File: config.mk
export PLATFORM = sky130hd
export DESIGN_NAME = lrck_mix_scheduler
export DESIGN_NICKNAME = d
export VERILOG_FILES = /design/src/rtl/lrck_mix_scheduler_pkg.sv /design/src/rtl/lrck_mix_scheduler_mix_saturate.sv /design/src/rtl/lrck_mix_scheduler.sv
export SDC_FILE = /design/constraint.sdc
export NUM_CORES = 1
export LEC_CHECK = 0
export CAP_MARGIN = 20
export CORE_ASPECT_RATIO = 1.25
export CORE_MARGIN = 2
export CORE_UTILIZATION = 30
export DETAILED_ROUTE_END_ITERATION = 12
export PLACE_DENSITY_LB_ADDON = 0.15
export SLEW_MARGIN = 15
export SYNTH_ARGS = -nofsm -noshare
export SYNTH_HDL_FRONTEND = slang
export SYNTH_SLANG_ARGS = --single-unit
File: constraint.sdc
create_clock -name AUD_BCLK -period 2.3 [get_ports AUD_BCLK]
set_input_delay 0.46 -clock AUD_BCLK [delete_from_list [all_inputs] [get_ports AUD_BCLK]]
set_output_delay 0.46 -clock AUD_BCLK [all_outputs]
set_load 0.01 [all_outputs]
File: src/rtl/lrck_mix_scheduler_pkg.sv
// Shared definitions for the LRCK-phase mix scheduler: FSM encodings, width defaults,
// clog2 helper and the half-frame slot budget.
package lrck_mix_scheduler_pkg;

    localparam logic [1:0] ST_IDLE = 2'd0;
    localparam logic [1:0] ST_SCAN = 2'd1;
    localparam logic [1:0] ST_NORM = 2'd2;
    localparam logic [1:0] ST_DONE = 2'd3;

    localparam int WS_DEFAULT  = 16;
    localparam int SLOT_BUDGET = 32;

    function automatic int clog2(input int v);
        int r;
        r = 0;
        for (int i = 0; i < 31; i++)
            if ((1 << i) < v) r = i + 1;
        return r;
    endfunction

endpackage

File: src/rtl/lrck_mix_scheduler_mix_saturate.sv
// Combinational clamp of a wide signed sum into WS bits, flagging when the clamp bites.
module mix_saturate #(
    parameter int WS   = 16,
    parameter int ACCW = 18
) (
    input  logic [ACCW-1:0] din,
    output logic [WS-1:0]   dout,
    output logic            clip
);
    // In range exactly when every bit above the result's sign bit matches it.
    logic [ACCW-WS:0] hi;
    assign hi = din[ACCW-1:WS-1];

    always_comb begin
        clip = !((hi == '0) || (hi == '1));
        dout = din[WS-1:0];
        if (clip)
            dout = din[ACCW-1] ? {1'b1, {(WS-1){1'b0}}} : {1'b0, {(WS-1){1'b1}}};
    end
endmodule

File: src/rtl/lrck_mix_scheduler.sv
// Half-frame mix scheduler: scans NREQ sources over a shared read bus while ADCLRCK is low,
// sums, shifts and (with MIX_SAT_EN defined) clamps the result into one mixed sample.
module lrck_mix_scheduler
    import lrck_mix_scheduler_pkg::*;
#(
    parameter int WS    = WS_DEFAULT,
    parameter int NREQ  = 4,
    parameter int SHIFT = 0,
    parameter int LOGN  = clog2(NREQ),
    parameter int SELW  = (LOGN < 1) ? 1 : LOGN,
    parameter int ACCW  = WS + LOGN
) (
    input  logic            AUD_BCLK,
    input  logic            AUD_ADCLRCK,
    input  logic [NREQ-1:0] i_en,
    input  logic [NREQ-1:0] i_rdy,
    input  logic [WS-1:0]   i_rdata,
    output logic [SELW-1:0] o_sel,
    output logic [NREQ-1:0] o_ack,
    output logic [WS-1:0]   o_mix,
    output logic            o_valid,
    output logic            o_clip,
    output logic [7:0]      o_miss,
    output logic            o_busy
);
    logic [1:0]             state;
    logic [SELW-1:0]        idx;
    logic signed [ACCW-1:0] acc;
    logic signed [ACCW-1:0] shifted;
    logic [WS-1:0]          mix_next;
    logic                   clip_next;
    logic                   hit;
    logic                   miss;
    logic                   scan;

    assign scan = (state == ST_SCAN);
    assign hit  = scan && i_en[idx] && i_rdy[idx];
    assign miss = scan && i_en[idx] && !i_rdy[idx];

    assign shifted = acc >>> SHIFT;

`ifdef MIX_SAT_EN
    mix_saturate #(.WS(WS), .ACCW(ACCW)) u_sat (
        .din  (shifted),
        .dout (mix_next),
        .clip (clip_next)
    );
`else
    assign mix_next  = shifted[WS-1:0];
    assign clip_next = 1'b0;
`endif

    always_comb begin
        o_ack = '0;
        if (hit) o_ack[idx] = 1'b1;
    end

    assign o_sel  = scan ? idx : '0;
    assign o_busy = scan || (state == ST_NORM);

    always_ff @(posedge AUD_BCLK or posedge AUD_ADCLRCK) begin
        if (AUD_ADCLRCK) begin
            state   <= ST_IDLE;
            idx     <= '0;
            acc     <= '0;
            o_mix   <= '0;
            o_valid <= 1'b0;
            o_clip  <= 1'b0;
            o_miss  <= '0;
        end else begin
            case (state)
                ST_IDLE: begin
                    acc    <= '0;
                    idx    <= '0;
                    o_miss <= '0;
                    state  <= ST_SCAN;
                end
                ST_SCAN: begin
                    if (hit) acc <= acc + ACCW'(signed'(i_rdata));
                    if (miss && o_miss != 8'hFF) o_miss <= o_miss + 8'd1;
                    idx <= idx + 1'b1;
                    if (idx == SELW'(NREQ - 1)) state <= ST_NORM;
                end
                ST_NORM: begin
                    o_mix   <= mix_next;
                    o_clip  <= clip_next;
                    o_valid <= 1'b1;
                    state   <= ST_DONE;
                end
                default: begin
                    // Result stays parked until the next high phase of ADCLRCK.
                    o_valid <= 1'b0;
                end
            endcase
        end
    end
endmodule

==> impl_results.md <==
- Sw frac: a little under a third
- Static Leak: around 1.8 nW
- Register area share after synthesis: about two fifths
- CTS clk-pin slew, worst paths: 0.09 ns
- Initial antenna violation count: 0
- Critical Path Start: i_en[3]
- Final ANT Viol Nets: 0
- Clock latency on the worst-skew pair: around 0.3 ns
- Setup slack after layout: roughly 0.013 ns
- Hold-fix buffers, CTS: 0
- Min-Delay Path Class: input pin to async pin
- Net load switching power: around 800 uW
- Slowest Stage Delay on Critical Path: 0.50 ns
- Routed vias: roughly 2300
- Nets: 412
- Drt drc: 0
- Initial core utilization: around 31%
- Arr. time, crit path: 1.83 ns
- Crit-path leading delay family: buffers and inverters
- Die Wd: 88.7 microns
- GP Congestion: around 0.83
- Share of power burned in registers: 38.2%
- Synth cell types: 48
- H-Tree Depth: 2
- Leading cell types in the layout, fill and taps excluded: 46 x clkdlybuf4s50_1, 45 x dfrtp_1, 42 x buf_4
- Proportion of power drawn by combinational gates: between 30% and 40%
- Max_cap viols: 0
- Mapped Area: roughly 2700 sq um
- First-pass GRT wire length: roughly 11000 microns
- EDFF count, synth: 0
- GRT Resource Usage Total: ~15%
- CTS tree: done
- Std cell rows: 38
- # IOs: 59
- Critical path peak fanout: 4
- DIE AREA: around 9700 sq um
- Storage cell area: 1130 sq um
- Status: complete, no violations
- Largest net degree at the start of global routing: 30
- Worst clock skew: about 0.015 ns
- Internal power: 1.83 mW
- Worst-path cell with the longest stage delay: mux4_2
- Vias in the first global route: approximately 2400
- Port Buffers: 57
- CP Capture Type: output port
- First drt pass iteration count: 4
- Minimum hold slack: between 0.4 and 0.5 ns
- Core ar.: 8700 sq um
- Area grow syn2layout: 45.6%
- Worst R2R Start: idx[0]
- Synthesized area per cell: roughly 10 sq um
- Clock Power Share: between 20% and 30%
- Setup TNS: 0 ns
- Slew Viols, Final: 0
- Inserted Clock Buffers: 5
- Bufs and invs on worst path: 2
- Max clock buf depth: 2
- Post-Syn Instances: roughly 260
- WL/cell: around 14 microns
- Yosys warnings: 0
- Maximum vdd ir drop: 0.236 mV
- Vias per Instance: about 4.8
- Antenna Cells: 0
- Most common cell after layout, fill and taps aside: clkdlybuf4s50_1
- Setup WS pre-CTS: -0.483 ns
- Final worst-path cycle share: slightly below 100%
- RSZ-0062 raised after global routing: true
- FMAX: between 400 and 500 MHz
- Root Buffer: clkbuf_8
- Initial DRC Count: between 50 and 60
- Fraction of registers with async set/reset: 100%
- Synthesized net count: between 300 and 400
- Startpoint types: input pin
- Die span in y: about 110 microns
- Layout cells sized above 1: 27.7%
- Footprint of the multi-input gates: ~1600 sq um
- Final min period: roughly 2.3 ns
- Ys flop type: dfrtp_1
- CP Data Required Time: between 1.5 and 2 ns
- Core Util, Final: between 40 and 50%
- Critical path cell sequence: clkdlybuf4s50_1 > mux4_2 > and2_4 > and3_4 > buf_6
- Clk sinks: 45
- Setup-failing EPs final: 0
- Final hold violations: 0
- Synth Register Bits: between 40 and 50
- Post-DP HPWL: approximately 5000 microns
- FILL cells: 844
- PD cells: roughly 670 nW/um^2
- Grt ovf: 0
- WL final: 6690 microns
- Critical path class: input pin to output port
-- cell usage after synthesis, drive strengths merged (3+ instances only) --
cell type   n  area (sq um)
o31ai       3          22.5
o21ai      20           100
a21o        4          30.0
a21oi      13          65.1
ha         25           313
mux2       17           191
and2        3          18.8
nand3      19           100
inv        15          56.3
and3        7          51.3
clkbuf      6          23.8
dfrtp      45          1130
a31oi       3          18.8
nand4       4          25.0
xor2        8          70.1
o211ai      3          22.5
nand2      18          67.6
nor2       10          37.5
xnor2       8          70.1
buf         4          28.8
-- final cells by class --
| type | instances | share of cell area (%) |
|---|---|---|
| inverter | 15 | 1.44 |
| tap | 120 | 3.84 |
| sequential | 45 | 28.8 |
| clock buffer | 7 | 2.21 |
| multi-input combinational | 192 | 39.6 |
| clock inverter | 1 | 0.767 |
| timing repair buffer | 101 | 23.4 |
-- power groups by stage --
stage	registers [mW]	logic [mW]	clock network, mW
2_1_floorplan	1.03	0.468	0
3_3_place_gp	1.01	0.918	0
3_5_place_dp	1.02	0.927	0
4_1_cts	1.00	0.970	0.657
5_1_grt	1.02	1.10	0.690
6_report	1.00	0.990	0.634
-- through the flow --
| stage | cell area, sq um | power, mW | instances |
|---|---|---|---|
| global placement | 3650 | 1.93 | 467 |
| floorplan | 2690 | 1.49 | 262 |
| detailed placement | 3650 | 1.94 | 467 |
| finish | 3910 | 2.63 | 481 |
| CTS | 3820 | 2.63 | 478 |
| global route | 3910 | 2.81 | 481 |
-- cell families (layout without fill, tap and decap cells) --
| kind of cell | Yosys count | after routing | share of synthesized area [%] |
|---|---|---|---|
| adder cells (fa/ha/maj) | 26 | 26 | 12.4 |
| other | 1 | 1 | 0.139 |
| XOR/XNOR | 16 | 16 | 5.21 |
| AO/OA/AOI/OAI | 58 | 58 | 13.3 |
| AND/OR/NAND/NOR | 72 | 72 | 14.1 |
| buffers and inverters | 25 | 124 | 4.05 |
| flip-flops | 45 | 45 | 41.9 |
| multiplexers | 19 | 19 | 8.93 |
-- state kept, by name, indices dropped and copies added (netlist names) --
signal,cells
idx,2
state,2
o_valid,1
o_mix,16
o_miss,8
acc,16
-- final timing paths --
kind | end | slack [ns] | depth (start not counted)
worst max-delay path | o_ack[1] | 0.01 | 5
worst min-delay path | o_valid | 0.46 | 2
worst max register to register | o_miss[3] | 0.11 | 8
worst min register to register | acc[15] | 0.50 | 1
max in group asynchronous | o_mix[10] | 1.32 | 3
min in group AUD_BCLK | acc[15] | 0.50 | 1
-- repair_timing --
item | in CTS | in global routing
setup endpoints to repair | 10 | 10
pin swaps | 6 | 10
resized for setup | 35 | 16
setup buffers | 3 | 3
-- metal layers --
layer | part of all wire [%] | GRT usage (%) | wire length [microns] | up-vias
li1 | - | - | - | 1136
met1 | 42 | 17.3 | 2830 | 1105
met2 | 52 | 25.7 | 3460 | 52
met3 | 3.9 | 3.30 | 259 | 12
met4 | 2.0 | 5.09 | 133 | 0
met5 | 0 | 0 | 0 | -
Power figures use the tool's default switching activity.
